===== src/rtl/bcd_seg7_scanner.sv =====
// -----------------------------------------------------------------------------
// bcd_seg7_scanner
//
// Four-digit, time-multiplexed seven-segment driver for a common-anode display.
// Takes the packed BCD digits from the up/down counter chain and drives one
// digit slot at a time. Each slot lasts 2^DIV_W clock cycles. A snapshot of all
// four digits is taken at the start of every scan frame, so a frame never mixes
// digits from two different counts.
//
// Ports
//   clk          system clock, all state changes on posedge
//   reset        asynchronous, active-high reset
//   en           scan enable; low = display dark, prescaler/digit index frozen
//   bcd[15:0]    packed digits, [3:0] = digit0 (rightmost) .. [15:12] = digit3
//   dp_in[3:0]   decimal point request per digit, active-high
//   blank_lz     1 = blank leading zeros on digits 3..1
//   seg_n[6:0]   segments {g,f,e,d,c,b,a}, active-low, registered
//   dp_n         decimal point, active-low, registered
//   an_n[3:0]    digit anode selects, active-low, one-hot-zero, registered
//   frame_start  one-cycle pulse in the cycle the snapshot is captured
// -----------------------------------------------------------------------------
module bcd_seg7_scanner #(
  parameter int DIV_W         = 16,
  // Records how blank_lz is normally strapped on the board. The live control
  // is always the blank_lz input.
  parameter int BLANK_DEFAULT = 1
) (
  input  logic        clk,
  input  logic        reset,
  input  logic        en,
  input  logic [15:0] bcd,
  input  logic [3:0]  dp_in,
  input  logic        blank_lz,
  output logic [6:0]  seg_n,
  output logic        dp_n,
  output logic [3:0]  an_n,
  output logic        frame_start
);

  if (DIV_W < 1 || BLANK_DEFAULT < 0 || BLANK_DEFAULT > 1) begin : g_bad_params
    $error("bcd_seg7_scanner: DIV_W must be >= 1 and BLANK_DEFAULT must be 0 or 1");
  end

  localparam logic [DIV_W-1:0] P_MAX    = {DIV_W{1'b1}};
  localparam logic [6:0]       SEG_DARK = 7'b1111111;
  localparam logic [6:0]       SEG_DASH = 7'b0111111;

  // Segment pattern for one digit code; codes 10..15 show a dash.
  function automatic logic [6:0] glyph(input logic [3:0] code);
    logic [6:0] seg;
    case (code)
      4'd0:    seg = 7'b1000000;
      4'd1:    seg = 7'b1111001;
      4'd2:    seg = 7'b0100100;
      4'd3:    seg = 7'b0110000;
      4'd4:    seg = 7'b0011001;
      4'd5:    seg = 7'b0010010;
      4'd6:    seg = 7'b0000010;
      4'd7:    seg = 7'b1111000;
      4'd8:    seg = 7'b0000000;
      4'd9:    seg = 7'b0010000;
      default: seg = SEG_DASH;
    endcase
    return seg;
  endfunction

  // Scan state
  logic [DIV_W-1:0] p_q, p_d;
  logic [1:0]       idx_q, idx_d;
  logic [15:0]      bcd_s_q, bcd_s_d;
  logic [3:0]       dp_s_q, dp_s_d;

  // Output registers
  logic [6:0]       seg_n_q, seg_n_d;
  logic             dp_n_q, dp_n_d;
  logic [3:0]       an_n_q, an_n_d;
  logic             frame_start_q, frame_start_d;

  // Per-cycle decode
  logic             capture;
  logic [15:0]      cur_bcd;
  logic [3:0]       cur_dp;
  logic [3:0]       cur_digit;
  logic [3:0]       zero_from;   // zero_from[k]: digits k..3 are all zero
  logic             cur_blank;

  // Start of frame: slot 0, first prescaler count, scanning enabled.
  assign capture = en && (p_q == '0) && (idx_q == 2'd0);

  // In the capture cycle the snapshot register still holds the old frame, so
  // the digit is taken straight from the inputs that are being captured.
  assign cur_bcd   = capture ? bcd   : bcd_s_q;
  assign cur_dp    = capture ? dp_in : dp_s_q;
  assign cur_digit = cur_bcd[{idx_q, 2'b00} +: 4];

  // NOTE: every signal written in an always_comb gets a value on every path
  // (defaults first), otherwise synthesis infers a latch to hold the old value.
  always_comb begin
    zero_from    = '0;
    zero_from[3] = (cur_bcd[15:12] == 4'd0);
    for (int k = 2; k >= 0; k--) begin
      zero_from[k] = zero_from[k+1] && (cur_bcd[k*4 +: 4] == 4'd0);
    end
  end

  // Digit0 is never blanked; a digit with its decimal point lit always shows.
  // Invalid codes are nonzero, so they stop the zero run naturally.
  assign cur_blank = blank_lz && (idx_q != 2'd0) && zero_from[idx_q] && !cur_dp[idx_q];

  // Next-state logic
  always_comb begin
    p_d           = p_q;
    idx_d         = idx_q;
    bcd_s_d       = bcd_s_q;
    dp_s_d        = dp_s_q;
    seg_n_d       = SEG_DARK;
    dp_n_d        = 1'b1;
    an_n_d        = 4'b1111;
    frame_start_d = 1'b0;

    if (en) begin
      p_d = p_q + 1'b1;
      if (p_q == P_MAX) begin
        idx_d = idx_q + 2'd1;
      end

      if (capture) begin
        bcd_s_d = bcd;
        dp_s_d  = dp_in;
      end

      // Anode stays driven when a leading zero is blanked; only segments go dark.
      an_n_d        = ~(4'b0001 << idx_q);
      seg_n_d       = cur_blank ? SEG_DARK : glyph(cur_digit);
      dp_n_d        = ~cur_dp[idx_q];
      frame_start_d = capture;
    end
  end

  // NOTE: sequential state uses non-blocking assignments so every flop samples
  // the pre-edge values, independent of statement order.
  always_ff @(posedge clk or posedge reset) begin
    if (reset) begin
      p_q           <= '0;
      idx_q         <= 2'd0;
      bcd_s_q       <= 16'h0000;
      dp_s_q        <= 4'b0000;
      seg_n_q       <= SEG_DARK;
      dp_n_q        <= 1'b1;
      an_n_q        <= 4'b1111;
      frame_start_q <= 1'b0;
    end else begin
      p_q           <= p_d;
      idx_q         <= idx_d;
      bcd_s_q       <= bcd_s_d;
      dp_s_q        <= dp_s_d;
      seg_n_q       <= seg_n_d;
      dp_n_q        <= dp_n_d;
      an_n_q        <= an_n_d;
      frame_start_q <= frame_start_d;
    end
  end

  assign seg_n       = seg_n_q;
  assign dp_n        = dp_n_q;
  assign an_n        = an_n_q;
  assign frame_start = frame_start_q;

endmodule


===== config.mk =====
export PLATFORM = sky130hd
export DESIGN_NAME = bcd_seg7_scanner
export DESIGN_NICKNAME = d
export VERILOG_FILES = /design/src/rtl/bcd_seg7_scanner.sv
export SDC_FILE = /design/constraint.sdc
export NUM_CORES = 1
export LEC_CHECK = 0
export ABC_AREA = 1
export BUFFER_PORTS_ARGS = -buffer_cell sky130_fd_sc_hd__clkbuf_2
export CORE_MARGIN = 4
export CORE_UTILIZATION = 52
export DETAILED_ROUTE_END_ITERATION = 8
export PLACE_DENSITY = 0.76
export SLEW_MARGIN = 10
export SYNTH_ARGS = -nofsm -noshare
export SYNTH_HDL_FRONTEND = slang
export SYNTH_SLANG_ARGS = --single-unit

===== constraint.sdc =====
create_clock -name clk -period 2.7 [get_ports clk]
set_input_delay 0.27 -clock clk [delete_from_list [all_inputs] [get_ports clk]]
set_output_delay 0.27 -clock clk [all_outputs]
set_load 0.05 [all_outputs]

==> flow_metrics.env, run 1 <==
export IMPL_worstSkewPairLatency_ns=0.31
export IMPL_synth_largest_area_cell="dfrtp_1"
export IMPL_grt_busiest_layer="met2"
export IMPL_pin_count=37
export IMPL_use_met3=0.03618
export IMPL_n_fill_cell=466
export IMPL_grt_pass1_wl_mm=9.535
export IMPL_die_area_um2=6645
export IMPL_cts_path_max_buffers=2
export IMPL_grt_start_max_net_pins=33
export IMPL_die_h_um=81.52
export IMPL_n_antenna_cell=0
export IMPL_fin_total_pwr_w=0.001474
export IMPL_clk_pin_slew_ns=0.10
export IMPL_die_x_um=81.52
export IMPL_fin_skew_ns=0.01817
export IMPL_finalNetCount=422
export IMPL_dr_first_iter_drc_count=64
export IMPL_p_leak_nw=1.749
export IMPL_synth_cells=337
export IMPL_syn_mean_instance_area_um2=8.339
export IMPL_tightest_slew_ns=0.4146
export IMPL_areaGrowthSynthToFinish_pct=15.18
export IMPL_antenna_found_initial=0
export IMPL_max_slew_margin=0.7236
export IMPL_min_path_type="primary input to register"
export IMPL_synth_cell_types=34
export IMPL_num_rows=26
export IMPL_cts_sinks=51
export IMPL_synth_seq_cells=51
export IMPL_synth_top_family_by_area="simple AND/OR/NAND/NOR gates"
export IMPL_outcome="completed"
export IMPL_avgRoutedWirePerCell_um=12.24
export IMPL_ant_nets=0
export IMPL_power_density_nw_per_um2=455.5
export IMPL_numCtsBuffers=5
export IMPL_dp_hpwl_mm=4.261
export IMPL_io_buffers=36
export IMPL_via_per_inst=4.983
export IMPL_crit_fanout=15
export IMPL_muxShareOfSynthArea=0
export IMPL_utilization=0.6258
export IMPL_setup_worst_path_start_class="register"
export IMPL_synth_compound_area_share=0.03918
export IMPL_synth_area_um2=2810
export IMPL_post_route_period_util=0.9090
export IMPL_hold_viol_final=0
export IMPL_synthXorXnorAreaFrac=0.04675
export IMPL_required_ns=2.91
export IMPL_final_setup_viol_count=0
export IMPL_syn_num_nets=372
export IMPL_drive_gt1_frac=0.2268
export IMPL_ir_drop_v=0.0003777
export IMPL_dpl_instance_area_um2=3097
export IMPL_maxCapViolations=0
export IMPL_ys_top_cells_by_area="dfrtp_1, dfstp_2, nand2_1"
export IMPL_netlist_area_leader_share=0.3473
export IMPL_synth_common_cells="nand2_1, inv_1, dfrtp_1"
export IMPL_cts_tree="yes"
export IMPL_slew_violations=0
export IMPL_crit_type="register to register"
export IMPL_core_area_um2=5172
export IMPL_synthAdderAreaFrac=0.04898
export IMPL_synthFlopType="dfrtp_1"
export IMPL_initial_core_util=0.5433
export IMPL_ys_warn_count=0
export IMPL_routabilityCongestion=0.8344
export IMPL_arrival_ns=2.67
export IMPL_wirelength_mm=5.607
export IMPL_grt_use_total=0.1858
export IMPL_worstSetupEndpointType="register"
export IMPL_final_cell_area_um2=3237
export IMPL_synth_most_common_cell="nand2_1"
export IMPL_first_pass_iters=4
export IMPL_grt_ovfl_total=0
export IMPL_grt_met1_usage=0.2264
export IMPL_grt_use_met2=0.3168
export IMPL_grt_pass1_vias=2191
export IMPL_yosysSeqAreaShare=0.4595
export IMPL_synth_edf_count=0
export IMPL_drc=0
export IMPL_num_vias=2282
export IMPL_synthSimpleGateAreaFrac=0.2916
export IMPL_cts_max_level=2
export IMPL_fmax_mhz=407.4
export IMPL_fin_crit_ns=2.454
export IMPL_async_reset_ff_frac=1.000
export IMPL_clockRootBuffer="clkbuf_8"
## final timing paths
kind / from / endpoint / slack, ns / cells after the start
worst max-delay path: idx_q[1]$_DFFE_PP0P_ / seg_n[5]$_DFF_PP1_ / 0.25 / 19
worst max register to register: idx_q[1]$_DFFE_PP0P_ / seg_n[5]$_DFF_PP1_ / 0.25 / 19
max in group asynchronous: reset / an_n[0]$_DFF_PP1_ / 1.47 / 4
worst min register to register: p_q[13]$_DFFE_PP0P_ / p_q[13]$_DFFE_PP0P_ / 0.51 / 1
worst min-delay path: en / an_n[0]$_DFF_PP1_ / 0.13 / 2
min in group asynchronous: reset / frame_start$_DFF_PP0_ / 0.46 / 3
## sequential cells by signal, summed over array words and instances (netlist names)
name         cells
dp_s_q           4
bcd_s_q         16
idx_q            2
p_q             16
dp_n             1
frame_start      1
seg_n            7
an_n             4
## through the flow
stage / std cells / setup WS [ns] / TNS (ns) / hold WS, ns
after floorplan: 337 / 0.1165 / 0 / 0.4006
after detailed placement: 445 / 0.1553 / 0 / 0.2552
after global routing: 458 / -0.001434 / -0.001434 / 0.1202
after CTS: 454 / 0.1218 / 0 / 0.1240
after global placement: 445 / 0.2196 / 0 / 0.2538
final: 458 / 0.2457 / 0 / 0.1256
## layer usage
layer,part of all wire,routed length [um]
met1,0.43,2400
met2,0.50,2820
met3,0.046,260
met4,0.022,125
met5,0,0
## critical path, stage by stage (launching register included)
cell	delay, ns
dfrtp_1	0.41
clkinv_1	0.07
ha_1	0.20
nand2_4	0.06
inv_2	0.07
nand3_4	0.08
nor2_8	0.12
buf_6	0.18
nand3b_1	0.11
nand2_1	0.10
inv_1	0.06
nand2_1	0.05
nand2_1	0.08
a21oi_4	0.20
inv_1	0.09
ha_1	0.19
inv_1	0.05
nand2_1	0.06
nand3_1	0.09
nand4_1	0.09
## report_power, final
group	switching (W)	internal (W)	leakage [nW]	total (W)
combinational	0.0000975	0.0000729	1.17	0.000170
sequential	0.0000611	0.000817	0.535	0.000878
clock	0.000241	0.000185	0.0395	0.000426
total	0.000400	0.00107	1.75	0.00147
## cell families after synthesis
kind of cell / Yosys count
simple gates: 166
flops: 51
xor+xnor: 15
compound gates: 16
fa+ha+maj: 11
buf+inv: 78
## cell usage in the layout, fill, tap and decap left out, drive strengths merged, types with 4 or more instances in the layout
master / instances
nand4: 11
clkbuf: 44
o21a: 4
ha: 11
nand3: 33
dfrtp: 39
inv: 66
nand3b: 13
dfstp: 12
nor2: 17
o21ai: 5
buf: 14
clkinv: 4
xor2: 12
nand2: 87
a21oi: 4
## what timing repair did
item,in CTS,in global routing
hold buffers,1,0
gates resized for setup,0,4
endpoints found under the setup margin,0,7
hold endpoints to repair,8,0
buffers inserted,0,4
## cell type report
| cell class | instances | area [um^2] | share of cell area |
|---|---|---|---|
| sequential | 51 | 1291 | 0.3989 |
| timing repair buffer | 51 | 299.0 | 0.09239 |
| inverter | 70 | 264.0 | 0.08156 |
| clock buffer | 8 | 80.08 | 0.02474 |
| tap | 70 | 87.58 | 0.02706 |
| multi-input combinational | 208 | 1215 | 0.3753 |
(Power assumes the default switching activity.)
==> run 2, diff against run 1 <==
--- a/config.mk
+++ b/config.mk
@@ -11,6 +11,8 @@
 export CORE_UTILIZATION = 52
 export DETAILED_ROUTE_END_ITERATION = 8
 export PLACE_DENSITY = 0.76
+export RECOVER_POWER = 25
+export SETUP_SLACK_MARGIN = 0.2
 export SLEW_MARGIN = 10
 export SYNTH_ARGS = -nofsm -noshare
 export SYNTH_HDL_FRONTEND = slang
==> flow_metrics.env, run 2 (synthesis results as in run 1) <==
export IMPL_core_area_um2=5172
export IMPL_routabilityCongestion=0.8663
export IMPL_final_setup_viol_count=0
export IMPL_tightest_slew_ns=0.9861
export IMPL_setup_tns_ns=0
export IMPL_die_area_um2=6645
export IMPL_areaGrowthSynthToFinish_pct=18.74
export IMPL_cts_tree="yes"
export IMPL_dr_first_iter_drc_count=125
export IMPL_crit_type="register to register"
export IMPL_clockRootBuffer="clkbuf_8"
export IMPL_worstSetupEndpointType="register"
export IMPL_endpoint="seg_n[3]$_DFF_PP1_"
export IMPL_die_h_um=81.52
export IMPL_power_density_nw_per_um2=457.6
export IMPL_fin_crit_ns=2.300
export IMPL_max_slew_margin=0.3419
export IMPL_final_common_cell="nand2_1"
export IMPL_setup_worst_path_start_class="register"
export IMPL_ant_nets=0
export IMPL_n_antenna_cell=0
export IMPL_initial_core_util=0.5433
export IMPL_min_path_type="primary input to register"
export IMPL_r2r_slack_ns=0.40
export IMPL_numCtsBuffers=5
export IMPL_grt_pass1_wl_mm=9.487
export IMPL_fin_skew_ns=0.006086
export IMPL_dp_hpwl_mm=4.097
export IMPL_grt_start_max_net_pins=28
export IMPL_finalNetCount=425
export IMPL_worst_slack_ns=0.3999
export IMPL_cts_sinks=51
export IMPL_die_x_um=81.52
export IMPL_drc=0
export IMPL_pin_count=37
export IMPL_grt_pass1_vias=2144
export IMPL_io_buffers=36
export IMPL_rsz0062_at_grt="no"
export IMPL_arrival_ns=2.53
export IMPL_num_rows=26
export IMPL_outcome="completed"
export IMPL_clk_pin_slew_ns=0.09
export IMPL_antenna_found_initial=0
export IMPL_postCtsHoldBufs=0
export IMPL_n_fill_cell=434
export IMPL_startpoint="idx_q[1]$_DFFE_PP0P_"
export IMPL_maxCapViolations=0
export IMPL_reg2reg_from="idx_q[1]$_DFFE_PP0P_"
export IMPL_r2r_end="seg_n[3]$_DFF_PP1_"
export IMPL_fmax_mhz=434.8
export IMPL_hold_depth=2
export IMPL_crit_fanout=5
export IMPL_via_per_inst=4.872
export IMPL_avgRoutedWirePerCell_um=12.57
export IMPL_post_route_period_util=0.8519
export IMPL_reg2reg_depth=15
export IMPL_grt_ovfl_total=0
export IMPL_drive_gt1_frac=0.2532
export IMPL_worstSkewPairLatency_ns=0.30
export IMPL_ir_drop_v=0.0003707
export IMPL_grt_use_total=0.1886
export IMPL_p_leak_nw=1.763
export IMPL_required_ns=2.93
export IMPL_cts_max_level=2
export IMPL_hold_viol_final=0
export IMPL_place_ws_ns=0.1576
export IMPL_wirelength_mm=5.794
export IMPL_final_cell_mix="nand2_1, inv_1, dfrtp_1"
export IMPL_cts_path_max_buffers=2
export IMPL_num_vias=2246
export IMPL_slew_violations=0
export IMPL_first_pass_iters=4
export IMPL_utilization=0.6451
==> run 2: critical path, cell delays in order (launching register included) <==
cell and delay, ns:
dfrtp_2 0.43, clkinv_2 0.07, ha_4 0.13, nand2_4 0.05, inv_2 0.07, nand3_4 0.13, nor2_8 0.22, nand3_2 0.11
nand3_1 0.10, nand2_1 0.10, a21oi_4 0.20, inv_1 0.09, ha_1 0.18, nand3b_1 0.16, nand3_1 0.09, nand4_1 0.09
==> run 2: through the flow <==
| stage | power (W) | cells | area [um^2] | hold WS (ns) |
|---|---|---|---|---|
| floorplan | 0.001010 | 337 | 2820 | 0.4006 |
| global placement | 0.001060 | 443 | 3087 | 0.3406 |
| detailed placement | 0.001067 | 443 | 3087 | 0.3410 |
| CTS | 0.001546 | 451 | 3192 | 0.008131 |
| global route | 0.001613 | 461 | 3337 | 0.1205 |
| finish | 0.001527 | 461 | 3337 | 0.1356 |
==> run 2: metal layers <==
metal  vias up  track usage  wire, um
li1       1148            -         -
met3        12      0.05154       276
met2        44       0.3184      2826
met5         -            0         0
met1      1042       0.2321      2587
met4         0      0.06419       103
==> run 2: how the worst min path moves through the flow <==
stage	end	start	slack [ns]
6_report	an_n[0]$_DFF_PP1_	en	0.14
5_1_grt	an_n[0]$_DFF_PP1_	en	0.12
4_1_cts	bcd_s_q[3]$_DFFE_PP0P_	reset	0.008
3_5_place_dp	bcd_s_q[3]$_DFFE_PP0P_	reset	0.34
3_3_place_gp	bcd_s_q[3]$_DFFE_PP0P_	reset	0.34
2_1_floorplan	dp_s_q[0]$_DFFE_PP0P_	dp_in[0]	0.40
==> run 2: layout make-up <==
class                   instances  area [um^2]  share of cell area
inverters                      70        265.3             0.07949
multi-input cells             211         1290              0.3866
well taps                      70        87.58             0.02625
clock buffers                   8        100.1             0.03000
repair buffers                 51        301.5             0.09036
flip-flops and latches         51         1292              0.3873
==> run 2: where the power goes <==
part	switching (W)	internal, W	total (W)
clock	0.000241	0.000234	0.000475
combinational	0.000102	0.0000731	0.000175
sequential	0.0000602	0.000817	0.000877
==> run 2: repair_timing <==
| item | 4_1_cts | 5_1_grt |
|---|---|---|
| hold endpoints to repair | 0 | 0 |
| cloned | 0 | 3 |
| resized for setup | 1 | 10 |
| endpoints found under the setup margin | 7 | 7 |
| pin swaps | 0 | 5 |
| setup buffers | 0 | 7 |
==> run 3, diff against run 2 <==
==> constraint.sdc (replaced) <==
create_clock -name clk -period 1.8 [get_ports clk]
set_input_delay 0.18 -clock clk [delete_from_list [all_inputs] [get_ports clk]]
set_output_delay 0.18 -clock clk [all_outputs]
set_load 0.05 [all_outputs]
==> flow_metrics.env, run 3 (synthesis results as in run 1) <==
export IMPL_place_ws_ns=-0.5919
export IMPL_drc=0
export IMPL_slowest_stage="dfrtp_1"
export IMPL_dr_first_iter_drc_count=336
export IMPL_post_route_period_util=1.443
export IMPL_power_density_nw_per_um2=607.4
export IMPL_ant_nets=0
export IMPL_highest_layer="met4"
export IMPL_dp_hpwl_mm=4.802
export IMPL_worstPathCellList="inv_1 > ha_2 > nand3_4 > nor2_4 > buf_12 > buf_8 > buf_4 > nand3_1 > nand3_1 > nand2_2 > nand2_1 > nand2_2 > nand2_4 > o21ai_2 > o21ai_1"
export IMPL_areaGrowthSynthToFinish_pct=67.72
export IMPL_initial_core_util=0.5433
export IMPL_die_h_um=81.52
export IMPL_die_area_um2=6645
export IMPL_via_per_inst=5.771
export IMPL_r2r_slack_ns=-0.80
export IMPL_fin_total_pwr_w=0.002863
export IMPL_final_cell_mix="buf_4, inv_1, nand2_1"
export IMPL_finalNetCount=531
export IMPL_core_area_um2=5172
export IMPL_grt_ovfl_total=0
export IMPL_io_buffers=36
export IMPL_required_ns=2.05
export IMPL_die_x_um=81.52
export IMPL_first_pass_iters=7
export IMPL_outcome="finished, violations left"
export IMPL_pin_count=37
export IMPL_p_leak_nw=2.430
export IMPL_cts_max_level=2
export IMPL_final_common_cell="buf_4"
export IMPL_rsz0062_at_grt="yes"
export IMPL_grt_start_max_net_pins=23
export IMPL_setup_worst_path_start_class="register"
export IMPL_utilization=0.9112
export IMPL_max_slew_margin=0.6497
export IMPL_maxCapViolations=0
export IMPL_hold_viol_final=0
export IMPL_final_setup_viol_count=28
export IMPL_num_vias=3272
export IMPL_cts_path_max_buffers=2
export IMPL_n_antenna_cell=0
export IMPL_slew_violations=0
export IMPL_arrival_ns=2.85
export IMPL_cts_tree="yes"
export IMPL_worst_slack_ns=-0.7970
export IMPL_fmax_mhz=385.1
export IMPL_fin_crit_ns=2.597
export IMPL_worstSetupEndpointType="register"
export IMPL_ir_drop_v=0.0006911
export IMPL_violations="setup timing"
export IMPL_antenna_found_initial=0
export IMPL_cts_sinks=51
export IMPL_tightest_slew_ns=0.5246
export IMPL_crit_type="register to register"
export IMPL_grt_pass1_vias=3239
export IMPL_n_fill_cell=194
export IMPL_grt_pass1_wl_mm=15.68
export IMPL_routabilityCongestion=0.8636
export IMPL_clockRootBuffer="clkbuf_8"
export IMPL_numCtsBuffers=5
export IMPL_fin_skew_ns=0.02051
export IMPL_wl_met3_mm=1.011
export IMPL_drive_gt1_frac=0.5835
export IMPL_crit_fanout=7
export IMPL_avgRoutedWirePerCell_um=21.16
export IMPL_wirelength_mm=12.00
export IMPL_min_path_type="primary input to register"
export IMPL_met1_length_mm=4.221
export IMPL_num_rows=26
export IMPL_worstSkewPairLatency_ns=0.33
export IMPL_met2_length_mm=5.673
export IMPL_grt_use_total=0.3173
export IMPL_slowest_delay_ns=0.42
export IMPL_clk_pin_slew_ns=0.11
-- run 3: timing repair --
item                       in CTS  in global routing
buffers inserted               33                 15
setup endpoints to repair      32                 39
hold endpoints to repair       16                  0
hold buffers                    1                  0
cloned                          2                  0
resized for setup              84                 69
pin swaps                      40                 37
-- run 3: critical path, delay by kind of cell (launching register included) --
family	cells	cell delay, ns
flops	1	0.42
simple gates	8	1.23
compound gates	2	0.19
buf+inv	4	0.46
fa+ha+maj	1	0.22
-- run 3: worst paths after layout --
kind                                     start                     end  cells past startpoint
setup / recovery            p_q[0]$_DFFE_PP0P_      seg_n[6]$_DFF_PP1_                     15
hold / removal                        dp_in[1]   dp_s_q[1]$_DFFE_PP0P_                      2
setup reg to reg            p_q[0]$_DFFE_PP0P_      seg_n[6]$_DFF_PP1_                     15
hold reg to reg            p_q[13]$_DFFE_PP0P_     p_q[13]$_DFFE_PP0P_                      2
max in group asynchronous                reset      seg_n[3]$_DFF_PP1_                      4
min in group asynchronous                reset  bcd_s_q[0]$_DFFE_PP0P_                      3
-- run 3: through the flow --
step / instances / cell area (um^2) / hold WS (ns) / setup TNS (ns)
after floorplan: 337 / 2893 / 0.2970 / -3.096
after global placement: 508 / 3650 / 0.2079 / -3.605
after detailed placement: 508 / 3650 / 0.2212 / -4.564
after CTS: 552 / 4363 / 0.08056 / -3.674
after global routing: 567 / 4713 / 0.08470 / -11.30
final: 567 / 4713 / 0.07435 / -9.276
-- run 3: layer usage --
layer	GRT usage	vias up
li1	-	1357
met1	0.3390	1550
met2	0.5537	261
met3	0.07456	104
met4	0.2128	0
met5	0	-
-- run 3: report_power, final --
group | internal [W] | switching (W) | leakage [nW]
sequential | 0.00123 | 0.0000669 | 0.535
clock | 0.000395 | 0.000421 | 0.0594
combinational | 0.000360 | 0.000395 | 1.84
total | 0.00198 | 0.000883 | 2.43
-- run 3: final cells by class --
class / count / area, um^2 / share of cell area
clock buffers: 7 / 107.6 / 0.02283
clock inverters: 1 / 5.005 / 0.001062
inverters: 70 / 286.5 / 0.06079
multi-input cells: 209 / 1640 / 0.3480
flip-flops and latches: 51 / 1292 / 0.2742
well taps: 70 / 87.58 / 0.01858
repair buffers: 159 / 1294 / 0.2745
